**config.mk**
```make
export PLATFORM = sky130hd
export DESIGN_NAME = mips_instr_encoder
export DESIGN_NICKNAME = d
export VERILOG_FILES = /design/src/rtl/enc_pkg.sv /design/src/rtl/enc_fifo.sv /design/src/rtl/mips_instr_encoder.sv
export SDC_FILE = /design/constraint.sdc
export NUM_CORES = 1
export LEC_CHECK = 0
export ABC_AREA = 1
export CAP_MARGIN = 5
export CORE_MARGIN = 3
export CORE_UTILIZATION = 40
export DETAILED_ROUTE_END_ITERATION = 6
export GPL_TIMING_DRIVEN = 0
export HOLD_SLACK_MARGIN = 0.1
export PLACE_DENSITY = 0.6
export SYNTH_ARGS = -nofsm -noshare
export SYNTH_HDL_FRONTEND = slang
export SYNTH_SLANG_ARGS = --single-unit
```
**constraint.sdc**
```tcl
create_clock -name clk -period 2.8 [get_ports clk]
set_input_delay 0.28 -clock clk [delete_from_list [all_inputs] [get_ports clk]]
set_output_delay 0.28 -clock clk [all_outputs]
set_load 0.02 [all_outputs]
```
**src/rtl/enc_pkg.sv**
```systemverilog
// Shared op codes, MIPS opcode/funct values and field positions for the
// instruction encoder, plus the combinational encode function.
package enc_pkg;

    typedef enum logic [3:0] {
        OP_ADD = 4'd0,
        OP_SUB = 4'd1,
        OP_ORI = 4'd2,
        OP_LW  = 4'd3,
        OP_SW  = 4'd4,
        OP_BEQ = 4'd5,
        OP_LUI = 4'd6,
        OP_J   = 4'd7,
        OP_JAL = 4'd8,
        OP_JR  = 4'd9,
        OP_NOP = 4'd10
    } op_e;

    localparam logic [5:0] OPC_RTYPE = 6'b000000;
    localparam logic [5:0] OPC_ORI   = 6'b001101;
    localparam logic [5:0] OPC_LW    = 6'b100011;
    localparam logic [5:0] OPC_SW    = 6'b101011;
    localparam logic [5:0] OPC_BEQ   = 6'b000100;
    localparam logic [5:0] OPC_LUI   = 6'b001111;
    localparam logic [5:0] OPC_J     = 6'b000010;
    localparam logic [5:0] OPC_JAL   = 6'b000011;

    localparam logic [5:0] FN_ADD = 6'b100000;
    localparam logic [5:0] FN_SUB = 6'b100010;
    localparam logic [5:0] FN_JR  = 6'b001000;

    localparam int OPC_LSB = 26;
    localparam int RS_LSB  = 21;
    localparam int RT_LSB  = 16;
    localparam int RD_LSB  = 11;

    typedef struct packed {
        logic        legal;
        logic        itype;
        logic [31:0] word;
    } enc_t;

    function automatic logic [31:0] r_word(
        input logic [4:0] rs,
        input logic [4:0] rt,
        input logic [4:0] rd,
        input logic [5:0] fn
    );
        return (32'(OPC_RTYPE) << OPC_LSB) | (32'(rs) << RS_LSB)
             | (32'(rt) << RT_LSB) | (32'(rd) << RD_LSB) | 32'(fn);
    endfunction

    function automatic logic [31:0] i_word(
        input logic [5:0]  opc,
        input logic [4:0]  rs,
        input logic [4:0]  rt,
        input logic [15:0] imm
    );
        return (32'(opc) << OPC_LSB) | (32'(rs) << RS_LSB)
             | (32'(rt) << RT_LSB) | 32'(imm);
    endfunction

    function automatic logic [31:0] j_word(
        input logic [5:0]  opc,
        input logic [25:0] tgt
    );
        return (32'(opc) << OPC_LSB) | 32'(tgt);
    endfunction

    // Unused fields are never referenced, so they are forced to zero.
    function automatic enc_t encode(
        input logic [3:0]  op,
        input logic [4:0]  rs,
        input logic [4:0]  rt,
        input logic [4:0]  rd,
        input logic [25:0] imm
    );
        enc_t e;
        e = '0;
        e.legal = 1'b1;
        case (op_e'(op))
            OP_ADD: e.word = r_word(rs, rt, rd, FN_ADD);
            OP_SUB: e.word = r_word(rs, rt, rd, FN_SUB);
            OP_ORI: begin
                e.word  = i_word(OPC_ORI, rs, rt, imm[15:0]);
                e.itype = 1'b1;
            end
            OP_LW: begin
                e.word  = i_word(OPC_LW, rs, rt, imm[15:0]);
                e.itype = 1'b1;
            end
            OP_SW: begin
                e.word  = i_word(OPC_SW, rs, rt, imm[15:0]);
                e.itype = 1'b1;
            end
            OP_BEQ: begin
                e.word  = i_word(OPC_BEQ, rs, rt, imm[15:0]);
                e.itype = 1'b1;
            end
            OP_LUI: begin
                e.word  = i_word(OPC_LUI, 5'd0, rt, imm[15:0]);
                e.itype = 1'b1;
            end
            OP_J:   e.word = j_word(OPC_J, imm);
            OP_JAL: e.word = j_word(OPC_JAL, imm);
            OP_JR:  e.word = r_word(rs, 5'd0, 5'd0, FN_JR);
            OP_NOP: e.word = 32'h0000_0000;
            default: e.legal = 1'b0;
        endcase
        return e;
    endfunction

endpackage

```
**src/rtl/enc_fifo.sv**
```systemverilog
// Synchronous FIFO with push/pop/flush used to buffer encoded words.
// DEPTH must be a power of two and at least 2.
module enc_fifo #(
    parameter int DEPTH = 4,
    parameter int W     = 32
) (
    input  logic         clk,
    input  logic         reset,
    input  logic         flush,
    input  logic         push,
    input  logic         pop,
    input  logic [W-1:0] wdata,
    output logic [W-1:0] rdata,
    output logic         full,
    output logic         empty
);
    localparam int AW = $clog2(DEPTH);

    logic [W-1:0] mem [DEPTH];
    logic [AW-1:0] wr_ptr_q, wr_ptr_d;
    logic [AW-1:0] rd_ptr_q, rd_ptr_d;
    logic [AW:0]   count_q, count_d;
    logic          do_push, do_pop;

    assign full    = (count_q == (AW+1)'(DEPTH));
    assign empty   = (count_q == '0);
    assign do_push = push && !full;
    assign do_pop  = pop && !empty;
    assign rdata   = mem[rd_ptr_q];

    // Next pointer/count state; flush overrides any push or pop.
    always_comb begin
        wr_ptr_d = wr_ptr_q;
        rd_ptr_d = rd_ptr_q;
        count_d  = count_q;
        if (flush) begin
            wr_ptr_d = '0;
            rd_ptr_d = '0;
            count_d  = '0;
        end else begin
            if (do_push) wr_ptr_d = wr_ptr_q + AW'(1);
            if (do_pop)  rd_ptr_d = rd_ptr_q + AW'(1);
            case ({do_push, do_pop})
                2'b10:   count_d = count_q + (AW+1)'(1);
                2'b01:   count_d = count_q - (AW+1)'(1);
                default: count_d = count_q;
            endcase
        end
    end

    // Pointer and count registers.
    always_ff @(posedge clk) begin
        if (reset) begin
            wr_ptr_q <= '0;
            rd_ptr_q <= '0;
            count_q  <= '0;
        end else begin
            wr_ptr_q <= wr_ptr_d;
            rd_ptr_q <= rd_ptr_d;
            count_q  <= count_d;
        end
    end

    // Storage write; contents need no reset since empty gates the output.
    always_ff @(posedge clk) begin
        if (do_push && !flush && !reset) mem[wr_ptr_q] <= wdata;
    end

endmodule

```
**src/rtl/mips_instr_encoder.sv**
```systemverilog
// Symbolic op -> MIPS word encoder streaming words with IM addresses.
// Optional ENC_IMM_CHECK_EN drops I-type ops whose imm exceeds 16 bits.
module mips_instr_encoder
    import enc_pkg::*;
#(
    parameter int          DEPTH     = 4,
    parameter logic [31:0] BASE_ADDR = 32'h0000_3000
) (
    input  logic        clk,
    input  logic        reset,
    input  logic        flush,
    input  logic        in_valid,
    output logic        in_ready,
    input  logic [3:0]  in_op,
    input  logic [4:0]  in_rs,
    input  logic [4:0]  in_rt,
    input  logic [4:0]  in_rd,
    input  logic [25:0] in_imm,
    output logic        out_valid,
    input  logic        out_ready,
    output logic [31:0] out_instr,
    output logic [31:0] out_addr,
    output logic        err_op,
    output logic        err_imm
);
    enc_t        enc;
    logic        accept, push, pop, full, empty, imm_drop;
    logic [31:0] addr_q, addr_d;
    logic        err_op_q, err_op_d;

    assign enc       = encode(in_op, in_rs, in_rt, in_rd, in_imm);
    assign in_ready  = !full;
    assign out_valid = !empty;
    assign accept    = in_valid && in_ready;
    assign pop       = out_valid && out_ready;
    assign push      = accept && enc.legal && !imm_drop;
    assign out_addr  = addr_q;
    assign err_op    = err_op_q;

`ifdef ENC_IMM_CHECK_EN
    logic err_imm_q, err_imm_d;

    assign imm_drop = enc.itype && (in_imm[25:16] != '0);
    assign err_imm  = err_imm_q;

    // Sticky immediate-range error; only reset clears it.
    always_comb begin
        err_imm_d = err_imm_q;
        if (accept && enc.legal && imm_drop) err_imm_d = 1'b1;
    end

    // Immediate error register.
    always_ff @(posedge clk) begin
        if (reset) err_imm_q <= 1'b0;
        else       err_imm_q <= err_imm_d;
    end
`else
    assign imm_drop = 1'b0;
    assign err_imm  = 1'b0;
`endif

    // Address advances on each pop; flush rewinds to the base.
    always_comb begin
        addr_d   = addr_q;
        err_op_d = err_op_q;
        if (flush)    addr_d = BASE_ADDR;
        else if (pop) addr_d = addr_q + 32'd4;
        if (accept && !enc.legal) err_op_d = 1'b1;
    end

    // Address counter and sticky illegal-op flag.
    always_ff @(posedge clk) begin
        if (reset) begin
            addr_q   <= BASE_ADDR;
            err_op_q <= 1'b0;
        end else begin
            addr_q   <= addr_d;
            err_op_q <= err_op_d;
        end
    end

    enc_fifo #(
        .DEPTH (DEPTH),
        .W     (32)
    ) u_fifo (
        .clk   (clk),
        .reset (reset),
        .flush (flush),
        .push  (push),
        .pop   (pop),
        .wdata (enc.word),
        .rdata (out_instr),
        .full  (full),
        .empty (empty)
    );

endmodule

```
=== After elaboration in Yosys (flattened, before gate mapping) ===
Memories as Yosys holds them, arrays and structs flattened. A register that Yosys moved wholly into a read port is not among the register bits.
Index checks and enable logic that the tools add are counted.

* Memories: 1
* Input bits: 50
* Bits in writable memories: 128
* Word-level logic and storage cells: 60
* Register bits: 40
* Output and inout port bits: 68

{| class="wikitable"
|+ Memories
! memory !! depth !! bits a word !! read ports !! clocked after memory_dff !! write ports !! line !! source
|-
| u_fifo.mem || 4 || 32 || 1 || 1 || 1 || enc_fifo.sv:19 || <nowiki>logic [W-1:0] mem [DEPTH];</nowiki>
|}

* Reductions and logical operators: 18
* Muxes and demuxes: 7
* Add/subtract/negate cells: 5
* Equality and inequality tests: 13
* Bitwise operators: 11

{| class="wikitable"
|+ Operators with widths
! cell !! number
|-
| $pmux 32 s10 || 1
|-
| $or 32x16->32 || 2
|-
| $or 32x21->32 || 2
|-
| $or 30x16->30 || 2
|-
| $add 32x3->32 const B || 1
|-
| $or 30x21->30 || 1
|-
| $or 29x16->29 || 1
|-
| $or 29x21->29 || 1
|-
| $or 26x16->26 || 1
|-
| $or 26x21->26 || 1
|-
| $eq 4x3->1 const B || 4
|-
| $eq 4x4->1 const B || 3
|-
| $reduce_or 11->1 || 1
|-
| $eq 4x2->1 const B || 2
|-
| $logic_and 1x1->1 || 8
|-
| $pmux 3 s2 || 1
|-
| $logic_not 1->1 || 5
|-
| $add 2x1->2 const B || 2
|-
| $eq 4x1->1 const B || 1
|-
| $logic_not 4->1 || 1
|-
| $mux 2 || 2
|-
| $add 3x1->3 const B || 1
|-
| $eq 3x3->1 const B || 1
|-
| $logic_not 3->1 || 1
|-
| other kinds (6) || 8
|}

=== Longest topological paths before layout ===
* Word-level depth: 9
* Depth in mapped cells: 12
* Gate-level depth less buffers: 12

=== Cells and area by module ===
From an unflattened synthesis, not the netlist that was laid out.

* Cell total of the unflattened synthesis: 751
* Area, all modules: 7,485.9 sq um

{| class="wikitable"
|+ Modules (own cells, without submodules)
! module !! seq. area each (sq um) !! area each (sq um) !! cells each !! times used
|-
| enc_fifo || 4,023.9 || 5,301.3 || 385 || 1
|-
| mips_instr_encoder || 620.6 || 2,184.6 || 366 || 1
|}

=== Worst setup path after synthesis ===
OpenSTA, ideal clock, no wires.

* Path type: reg-to-reg
* Start point: register u_fifo.count_q[1]
* End point: memory u_fifo.mem[0][0], enable pin
* Library setup time: 0.419 ns
* Clock period less this slack: 2.711 ns
* Buffers on the path: 0
* Data required time: 2.381 ns
* Data arrival time: 2.292 ns
* Cell stages (with the launch flop): 7
* Path slack: 0.089 ns
* Cells stage by stage: dfxtp_1 -> nor2_1 -> nand2_1 -> nand2_1 -> nor2_2 -> nand2_1 -> nor2_1

* Cells in the longest elaborated chain, start to end: 9

{| class="wikitable"
|+ Ends and longest elaborated chain
! item !! line !! source
|-
| from (decl) || enc_fifo.sv:22 || <nowiki>logic [AW:0] count_q, count_d;</nowiki>
|-
| from (signal assigned) || enc_fifo.sv:60 || <nowiki>count_q <= count_d;</nowiki>
|-
| $eq 3x3->1 * || enc_fifo.sv:25 || <nowiki>assign full = (count_q == (AW+1)'(DEPTH));</nowiki>
|-
| $logic_not 1->1 * || mips_instr_encoder.sv:32 || <nowiki>assign in_ready = !full;</nowiki>
|-
| net in_ready || mips_instr_encoder.sv:13 || <nowiki>output logic in_ready,</nowiki>
|-
| $logic_and 1x1->1 || mips_instr_encoder.sv:34 || <nowiki>assign accept = in_valid && in_ready;</nowiki>
|-
| $logic_and 1x1->1 || mips_instr_encoder.sv:36 || <nowiki>assign push = accept && enc.legal && !imm_drop;</nowiki>
|-
| $logic_and 1x1->1 * || enc_fifo.sv:27 || <nowiki>assign do_push = push && !full;</nowiki>
|-
| $logic_and 1x1->1 * (2 in series) || enc_fifo.sv:66 || <nowiki>if (do_push && !flush && !reset) mem[wr_ptr_q] <= wdata;</nowiki>
|-
| $mux 1 * || enc_fifo.sv:66 ||
|-
| $mux 1 (not written as such) * || enc_fifo.sv:66 ||
|-
| to (decl) || enc_fifo.sv:19 ||
|}

Mark *: on every way through the listed nets, which the timed path passes. The rest lies on a longest branch.

==> metrics <==
Synth cell types=40; worst stage delay on the critical path=0.56 ns; Period Utilization, post-route=96.5%; Hold Path Origin=reset; Filler Cell Count=1533; Root Driver=clkbuf_16; maximum vdd drop=0.000481 V; I/O Pins=118; number of setup buffers added after CTS=0; pwr/cell area=568 nW/um^2; CP Data Arrival Time=2.42 ns; vias per cell=5.23; die area=19900 sq um; CTS tree=done; clk buf depth=2; final setup margin=0.0987 ns; WS Path Type=reg -> out; Die Y=141 microns; Leakage Power=3.38 nW; Skew-Pair Late Insertion Delay=0.42 ns; CP Launch Type=flop; H-tree depth=4; final hold vios=0; total power=5.38 mW; final std cells w/o fill=1102; pre-CTS setup slack=-0.0506 ns; Remaining Overflow, GRT=0; status=completed; core area=17500 sq um; DRC=0; RR Startpoint=u_fifo.count_q[1]$_SDFFE_PP0P_; Initial DRT Pass Iterations=4; worst path cell trace=buf_2, clkinvlp_4, clkbuf_2, o21ai_0, o22ai_1, clkdlybuf4s50_1; # clock sinks=164; WP data required=2.52 ns; Post-Syn Area=7290 sq um; synth-to-layout area growth=30.1%; RSZ-0062 raised after global routing=yes; initial antenna violation count=0; Antenna Nets Post-Route=0; Final nets=921; DR WL/cell=17.4 microns; cell count after synthesis=725; share of cells above drive strength 1=10.7%; routed wire length=19200 microns; # port buffers=113; Syn Area/Cell=10.1 sq um; Slew headroom=50.2%; Vias=5766; crit path max fanout=10; hold path cells=2; Min Clock Period, post-route=2.70 ns; First DRT Iteration DRCs=336; post-synthesis sequential area ratio=62.1%; Hold EP=err_op$_SDFFE_PP0P_; Chip Width=141 microns; R2R setup slack=0.69 ns; DPL Wire Length=13400 microns; Max Clock Skew=0.00913 ns; crit path capture type=primary output; worst min path class=in -> reg; number of synthesized register bits=164; worst slew pin tran=0.747 ns; vias in the first global route=5775; row cnt=48; clock slew at reported path FFs=0.06 ns; DP Cell Count=1070; GRT Overall Usage=19.6%; final setup fails=0; largest net degree at the start of global routing=21; CP max-delay cell=clkdlybuf4s50_1; GPL Wtd Cong=0.860; fin. max-slew vios=0; Max Freq=370 MHz; first-pass GRT wire length=30500 microns; terminus of the critical flop-to-flop path=u_fifo.mem[1][1]$_DFFE_PP_; Ant. Diodes=0; max_cap viols=0; Initial Util=41.6%; total CTS buffers=17; Warnings, synthesis=0; Reg2Reg Depth=7
critical path: cells and delay by family, from the launching register on:
family	cells	cell delay (ns)
flops	1	0.30
buf+inv	4	1.29
compound gates	2	0.42
cell families after synthesis:
logic type / after synthesis / synth area share, %
adder cells (fa/ha/maj): 7 / 1.30
other: 1 / 0.0514
XOR/XNOR: 1 / 0.120
flip-flops: 164 / 62.1
AND/OR/NAND/NOR: 281 / 17.7
AO/OA/AOI/OAI: 168 / 12.8
buffers and inverters: 103 / 5.94
metrics by stage:
step	utilization [%]	TNS, ns	hold WS (ns)	cell area, sq um
floorplan	-	0	0.352	7300
CTS	54.0	0	0.423	9470
global route	54.1	-0.0105	0.445	9480
finish	54.1	0	0.438	9480
global placement	49.7	-209.51	0.451	8710
detailed placement	50.5	-2.97	0.460	8850
per-layer routing:
layer	track usage, %	vias up	wire, microns
li1	-	2790	-
met1	24.7	2795	8330
met2	34.1	162	9730
met3	4.55	19	914
met4	4.90	0	208
met5	0	-	0
registers in the layout, indices dropped and copies added, names as in the netlist, named ones only:
| name | cells |
|---|---|
| err_op | 1 |
| out_addr | 30 |
| u_fifo.count_q | 3 |
| u_fifo.mem | 124 |
| u_fifo.rd_ptr_q | 2 |
| u_fifo.wr_ptr_q | 2 |
cell usage after synthesis (all sizes together):
master | count | area, sq um
inv | 71 | 269
ha | 6 | 75.1
o22ai | 31 | 194
dfxtp | 40 | 801
nor4 | 1 | 6.26
nand2 | 96 | 365
buf | 9 | 76.3
clkinv | 2 | 8.75
fa | 1 | 20.0
xor2 | 1 | 8.76
a221oi | 1 | 26.3
edfxtp | 124 | 3720
conb | 1 | 3.75
o21ai | 109 | 546
clkbuf | 21 | 78.8
o2111ai | 1 | 8.76
o21bai | 2 | 15.0
a21oi | 20 | 115
nor3b | 8 | 100
nor3 | 2 | 10.0
a31oi | 1 | 6.26
nand4 | 22 | 138
nand3 | 17 | 85.1
a21o | 1 | 7.51
nor2 | 135 | 584
a221o | 1 | 10.0
a211oi | 1 | 7.51
repair_timing:
item                                    CTS  global route
hold buffers                              0             0
resized for setup                         6            17
gates cloned                              0             0
endpoints found under the setup margin    9             9
power breakdown:
| group | internal (mW) | switching, mW |
|---|---|---|
| Clock | 1.41 | 0.949 |
| Combinational | 0.158 | 0.214 |
| Sequential | 2.64 | 0.00690 |
| Total | 4.21 | 1.17 |
layout by cell type (no fill, tap or decap), types with 2 or more instances in the layout:
cell / count
inv_2: 2
nor2_4: 7
clkdlybuf4s50_1: 113
clkinvlp_4: 5
nor2_1: 117
nand2_2: 2
inv_6: 3
inv_1: 68
clkinv_2: 2
conb_1: 4
clkbuf_1: 7
nor2_2: 9
buf_4: 6
a21oi_1: 18
nor2_8: 2
o21ai_0: 108
ha_1: 6
o22ai_1: 31
nor3_1: 2
nor3b_2: 8
buf_16: 4
dfxtp_1: 40
o21bai_1: 2
clkbuf_2: 14
nand4_1: 22
bufinv_16: 3
nand3_1: 17
clkbuf_16: 17
edfxtp_1: 124
nand2_1: 94
worst max-delay path by stage:
stage                                             to                           start
after CTS                              out_instr[20]                            flop
after detailed placement  u_fifo.mem[3][8]$_DFFE_PP_                        in_op[3]
after global placement    u_fifo.mem[3][4]$_DFFE_PP_                        in_op[3]
after floorplan           u_fifo.mem[0][0]$_DFFE_PP_  u_fifo.count_q[1]$_SDFFE_PP0P_
after global routing                    out_instr[3]                            flop
final                                   out_instr[3]                            flop
final cells by class:
cell class | count | area, sq um | share of cell area (%)
Buffer | 30 | 173 | 1.82
Clock buffer | 17 | 425 | 4.49
Clock inverter | 15 | 180 | 1.90
Inverter | 73 | 282 | 2.97
Multi-Input combinational cell | 461 | 2370 | 25.0
Sequential cell | 164 | 4520 | 47.7
Tap cell | 225 | 282 | 2.97
Timing Repair Buffer | 117 | 1240 | 13.1
No activity file was read; power rests on OpenSTA's default activity.
